### config.mk
export PLATFORM = sky130hd
export DESIGN_NAME = red_pitaya_pid_outlim
export DESIGN_NICKNAME = d
export VERILOG_FILES = /design/src/rtl/red_pitaya_pid_outlim.sv
export SDC_FILE = /design/constraint.sdc
export NUM_CORES = 1
export LEC_CHECK = 0
export ABC_AREA = 1
export CORE_MARGIN = 5
export CORE_UTILIZATION = 37
export CTS_CLUSTER_SIZE = 8
export DETAILED_ROUTE_END_ITERATION = 8
export PLACE_DENSITY_LB_ADDON = 0.25
export SYNTH_ARGS = -nofsm -noshare
export SYNTH_HDL_FRONTEND = slang
export SYNTH_SLANG_ARGS = --single-unit
### constraint.sdc
create_clock -name clk_i -period 4.25 [get_ports clk_i]
set_input_delay 1.275 -clock clk_i [delete_from_list [all_inputs] [get_ports clk_i]]
set_output_delay 1.275 -clock clk_i [all_outputs]
set_load 0.1 [all_outputs]
### src/rtl/red_pitaya_pid_outlim.sv
// Output conditioning after the PID: clamp to programmable limits, slew-rate limit,
// and rail-dwell detection that issues a timed integrator-reset pulse.
module red_pitaya_pid_outlim #(
  parameter int adc_res = 14,
  parameter int CNT_W   = 24
) (
  input  logic                      clk_i,
  input  logic                      rst_i,
  input  logic signed [adc_res-1:0] dat_i,
  output logic signed [adc_res-1:0] dat_o,
  input  logic signed [adc_res-1:0] set_lo_i,
  input  logic signed [adc_res-1:0] set_hi_i,
  input  logic        [adc_res-2:0] set_step_i,
  input  logic        [15:0]        set_div_i,
  input  logic        [CNT_W-1:0]   set_rail_cnt_i,
  input  logic        [7:0]         set_rst_len_i,
  output logic                      int_rst_o,
  output logic                      rail_o,
  output logic        [1:0]         state_o
);

  typedef enum logic [1:0] {
    S_TRACK = 2'd0,
    S_RESET = 2'd1,
    S_BLANK = 2'd2
  } state_t;

  state_t                    state;
  logic [15:0]               div_cnt;
  logic [CNT_W-1:0]          rail_cnt;
  logic [CNT_W-1:0]          blank_cnt;
  logic [7:0]                pulse_cnt;

  logic signed [adc_res-1:0] tgt;
  logic signed [adc_res-1:0] dat_nxt;
  logic signed [adc_res:0]   dat_x;
  logic signed [adc_res:0]   diff;
  logic signed [adc_res:0]   step_s;
  logic                      strobe;
  logic                      n_off;
  logic                      rail_hit;
  logic                      blank_done;

  // NOTE: every always_comb output gets a default first so no path can infer a latch.
  always_comb begin
    tgt = dat_i;
    if (set_lo_i > set_hi_i)    tgt = set_lo_i;
    else if (dat_i > set_hi_i)  tgt = set_hi_i;
    else if (dat_i < set_lo_i)  tgt = set_lo_i;
  end

  // One extra bit of headroom: tgt and dat_o are both in range, so the difference cannot wrap.
  assign dat_x  = $signed({dat_o[adc_res-1], dat_o});
  assign diff   = $signed({tgt[adc_res-1], tgt}) - dat_x;
  assign step_s = $signed({2'b00, set_step_i});
  assign strobe = (div_cnt >= set_div_i);

  always_comb begin
    dat_nxt = tgt;
    if (step_s != '0) begin
      if (diff > step_s)       dat_nxt = adc_res'(dat_x + step_s);
      else if (diff < -step_s) dat_nxt = adc_res'(dat_x - step_s);
    end
  end

  // NOTE: sequential state uses non-blocking assignments so every register samples pre-edge values.
  always_ff @(posedge clk_i or posedge rst_i) begin
    if (rst_i) begin
      div_cnt <= '0;
      dat_o   <= '0;
      rail_o  <= 1'b0;
    end else begin
      div_cnt <= strobe ? '0 : div_cnt + 16'd1;
      if (strobe) dat_o <= dat_nxt;
      rail_o  <= (dat_i >= set_hi_i) || (dat_i <= set_lo_i);
    end
  end

  // Compare in CNT_W+1 bits so count+1 never wraps at the top of the range.
  assign n_off      = (set_rail_cnt_i == '0);
  assign rail_hit   = ({1'b0, rail_cnt}  + (CNT_W+1)'(1)) >= {1'b0, set_rail_cnt_i};
  assign blank_done = ({1'b0, blank_cnt} + (CNT_W+1)'(1)) >= {1'b0, set_rail_cnt_i};

  // int_rst_o is set alongside each transition so it always equals (next state == RESET).
  always_ff @(posedge clk_i or posedge rst_i) begin
    if (rst_i) begin
      state     <= S_TRACK;
      rail_cnt  <= '0;
      pulse_cnt <= '0;
      blank_cnt <= '0;
      int_rst_o <= 1'b0;
    end else begin
      case (state)
        S_TRACK: begin
          if (n_off || !rail_o) begin
            rail_cnt <= '0;
          end else if (rail_hit) begin
            state     <= S_RESET;
            rail_cnt  <= '0;
            pulse_cnt <= '0;
            int_rst_o <= 1'b1;
          end else begin
            rail_cnt <= rail_cnt + CNT_W'(1);
          end
        end
        S_RESET: begin
          if (pulse_cnt >= set_rst_len_i) begin
            state     <= S_BLANK;
            blank_cnt <= '0;
            int_rst_o <= 1'b0;
          end else begin
            pulse_cnt <= pulse_cnt + 8'd1;
            int_rst_o <= 1'b1;
          end
        end
        S_BLANK: begin
          if (n_off || blank_done) begin
            state    <= S_TRACK;
            rail_cnt <= '0;
          end else begin
            blank_cnt <= blank_cnt + CNT_W'(1);
          end
        end
        default: begin
          state     <= S_TRACK;
          int_rst_o <= 1'b0;
        end
      endcase
    end
  end

  assign state_o = state;

endmodule

==> results.sh <==
export IMPL_status="finished, violations left"
export IMPL_violations="negative setup slack"
export IMPL_post_drt_via_cell_ratio=5.16
export IMPL_fin_ws_ns=-1.30
export IMPL_synth_xor_area_share=0.0590
export IMPL_synth_area_leader_cell="dfrtp_1"
export IMPL_critPathMaxFanout=7
export IMPL_max_freq_mhz=180
export IMPL_synth_top_family_by_area="simple AND/OR/NAND/NOR gates"
export IMPL_cts_buffers_inserted=9
export IMPL_layout_nets=2368
export IMPL_p_switching_uw=4660
export IMPL_total_power_uw=9040
export IMPL_cts_root_buffer_cell="clkbuf_16"
export IMPL_start_util=0.374
export IMPL_fin_skew_ns=0.0211
export IMPL_endpoint_kind="register"
export IMPL_hpwl_mm=30.5
export IMPL_hold_viol=0
export IMPL_area_growth_pct=44.1
export IMPL_die_h_um=186
export IMPL_yosysMostFrequentCell="nand2_1"
export IMPL_worstPathArrival_ns=5.81
export IMPL_clock_power_share=0.091
export IMPL_clk_pin_slew_ns=0.08
export IMPL_synthCells=1730
export IMPL_routed_wl_mm=39.1
export IMPL_final_fill_count=2850
export IMPL_min_period_over_period=1.31
export IMPL_num_antenna_cells=0
export IMPL_wl_per_cell_um=15.8
export IMPL_drt_first_pass_iters=5
export IMPL_internal_power_uw=4380
export IMPL_first_iter_violations=774
export IMPL_clock_latency_ns=0.37
export IMPL_avgSynthCellArea_sq_um=6.60
export IMPL_synth_commonest_cells="404 x nand2_1, 288 x inv_1, 179 x ha_1"
export IMPL_synth_seq_cells=90
export IMPL_coreArea_sq_um=30500
export IMPL_cts_sinks=90
export IMPL_synth_edff_count=0
export IMPL_cap_violations=0
export IMPL_p_comb_frac=0.782
export IMPL_overflow=0
export IMPL_crit_family="simple AND/OR/NAND/NOR gates"
export IMPL_ir_drop_mv=0.615
export IMPL_cts_buffer_depth=2
export IMPL_cts_max_level=3
export IMPL_synth_area_sq_um=11400
export IMPL_drive_gt1_frac=0.268
export IMPL_synth_seq_area_share=0.197
export IMPL_required_ns=4.51
export IMPL_antenna_found_initial=0
export IMPL_grt_pass1_wl_mm=61.2
export IMPL_num_rows=64
export IMPL_remaining_drc_errors=0
export IMPL_synth_top_cell_area_share=0.197
export IMPL_cpPeakStageDelay_ns=0.32
export IMPL_setup_viol=14
export IMPL_synthTopCellsByArea="dfrtp_1 20%, ha_1 20%, nand2_1 13%"
export IMPL_powerDensity_nw_per_um2=549
export IMPL_tritoncts="yes"
export IMPL_drv_slew=0
export IMPL_start_kind="input port"
export IMPL_slew_headroom=0.334
export IMPL_async_flop_share=1.00
export IMPL_io_pins=123
export IMPL_gr_usage_all_layers=0.217
export IMPL_muxShareOfSynthArea=0
export IMPL_hp_class="reg2reg"
export IMPL_holdWs_ns=0.480
export IMPL_dieWidth_um=186
export IMPL_yosys_area_share_simple=0.328
export IMPL_synthAdderAreaFrac=0.201
export IMPL_yosysWarnings=0
export IMPL_synth_cell_types=52
export IMPL_syn_nets=2017
export IMPL_antenna_left=0
export IMPL_cts_hold_buffers_added=0
export IMPL_p_leak_uw=0.00850
export IMPL_die_area_sq_um=34500
export IMPL_vias=12800
export IMPL_rsz0062_at_grt="yes"
export IMPL_io_buffers=122
export IMPL_grt_pass1_vias=12400
export IMPL_min_period_ns=5.55
export IMPL_grt_start_max_net_pins=49
export IMPL_gp_congestion=0.909
export IMPL_layout_cells_non_filler=2482
export IMPL_synth_compound_area_share=0.106
export IMPL_synth_ff_type="dfrtp_1"
export IMPL_p_sw_frac=0.516
export IMPL_cp_slowest_cell="ha_1"
export IMPL_dp_cells=2397
export IMPL_crit_type="in2reg"
export IMPL_path_buf_inv=10
export IMPL_seqPwrFrac=0.127
export IMPL_worstMarginPinSlew_ns=0.996
-- through the flow --
step	util	setup TNS [ns]	area [sq um]	worst slack (ns)
floorplan	-	-14.29	11700	-1.04
global placement	0.480	-30.63	14600	-2.20
detailed placement	0.480	-31.53	14600	-2.28
CTS	0.513	-18.09	15600	-1.34
global route	0.540	-22.35	16500	-1.56
finish	0.540	-17.74	16500	-1.30
-- layer usage --
metal | global-route usage | vias to the layer above | routed length (um)
li1 | - | 6399 | -
met1 | 0.291 | 5913 | 17500
met2 | 0.362 | 424 | 18200
met3 | 0.0326 | 77 | 2460
met4 | 0.0670 | 0 | 983
met5 | 0 | - | 0
-- registers in the layout, summed over array words and instances (netlist names) --
signal     cells
div_cnt       16
int_rst_o      1
pulse_cnt      8
rail_o         1
rail_cnt      24
dat_o         14
blank_cnt     24
state_o        2
-- power groups by stage --
| stage | Clock, uW | Combinational (uW) | Sequential [uW] |
|---|---|---|---|
| after floorplan | 0 | 3360 | 1560 |
| after global placement | 0 | 5690 | 1160 |
| after detailed placement | 0 | 5740 | 1160 |
| after CTS | 834 | 6270 | 1150 |
| after global routing | 865 | 7730 | 1170 |
| final | 822 | 7060 | 1150 |
-- cell usage in the layout, fill, tap and decap left out, types with 52 or more instances in the layout --
cell / instances
nand2_1: 350
clkdlybuf4s50_1: 77
nand3_1: 152
xor2_1: 57
buf_4: 229
dfrtp_1: 90
nand4_1: 52
ha_1: 134
nor2_1: 125
a21oi_1: 79
inv_1: 246
-- final timing paths --
kind | startpoint | endpoint | slack [ns] | cells after the start
worst max register to register | blank_cnt[1] | blank_cnt[19] | 0.19 | 30
min in group asynchronous | rst_i | rail_cnt[10] | 1.38 | 2
max in group asynchronous | rst_i | blank_cnt[10] | 2.20 | 3
worst min-delay path | div_cnt[0] | div_cnt[0] | 0.48 | 1
worst min register to register | div_cnt[0] | div_cnt[0] | 0.48 | 1
worst max-delay path | set_hi_i[13] | dat_o[10] | -1.30 | 35
-- final cells by class --
class	instances	area, sq um	share of cell area
multi-input cells	1319	9220	0.560
repair buffers	370	3100	0.188
clock inverters	7	65.1	0.00395
clock buffers	9	225	0.0137
well taps	396	495	0.0301
flip-flops and latches	90	2250	0.137
inverters	291	1110	0.0674
-- cell families (layout without fill, tap and decap cells) --
family,count (synthesis),in the layout
XOR/XNOR,77,77
AND/OR/NAND/NOR,851,854
buffers and inverters,324,677
adder cells (fa/ha/maj),182,182
AO/OA/AOI/OAI,206,206
flip-flops,90,90
-- worst reg2reg max path, delay by kind of cell (launching register included) --
family	cells	cell delay, ns
compound gates	1	0.26
xor+xnor	1	0.18
fa+ha+maj	2	0.41
buf+inv	4	0.40
flops	1	0.38
simple gates	22	2.37
-- what timing repair did --
action,in CTS,in global routing
setup endpoints to repair,38,64
setup buffers,43,23
resized for setup,215,190
gates cloned,3,3
pin swaps,82,112
(Power assumes the default switching activity.)
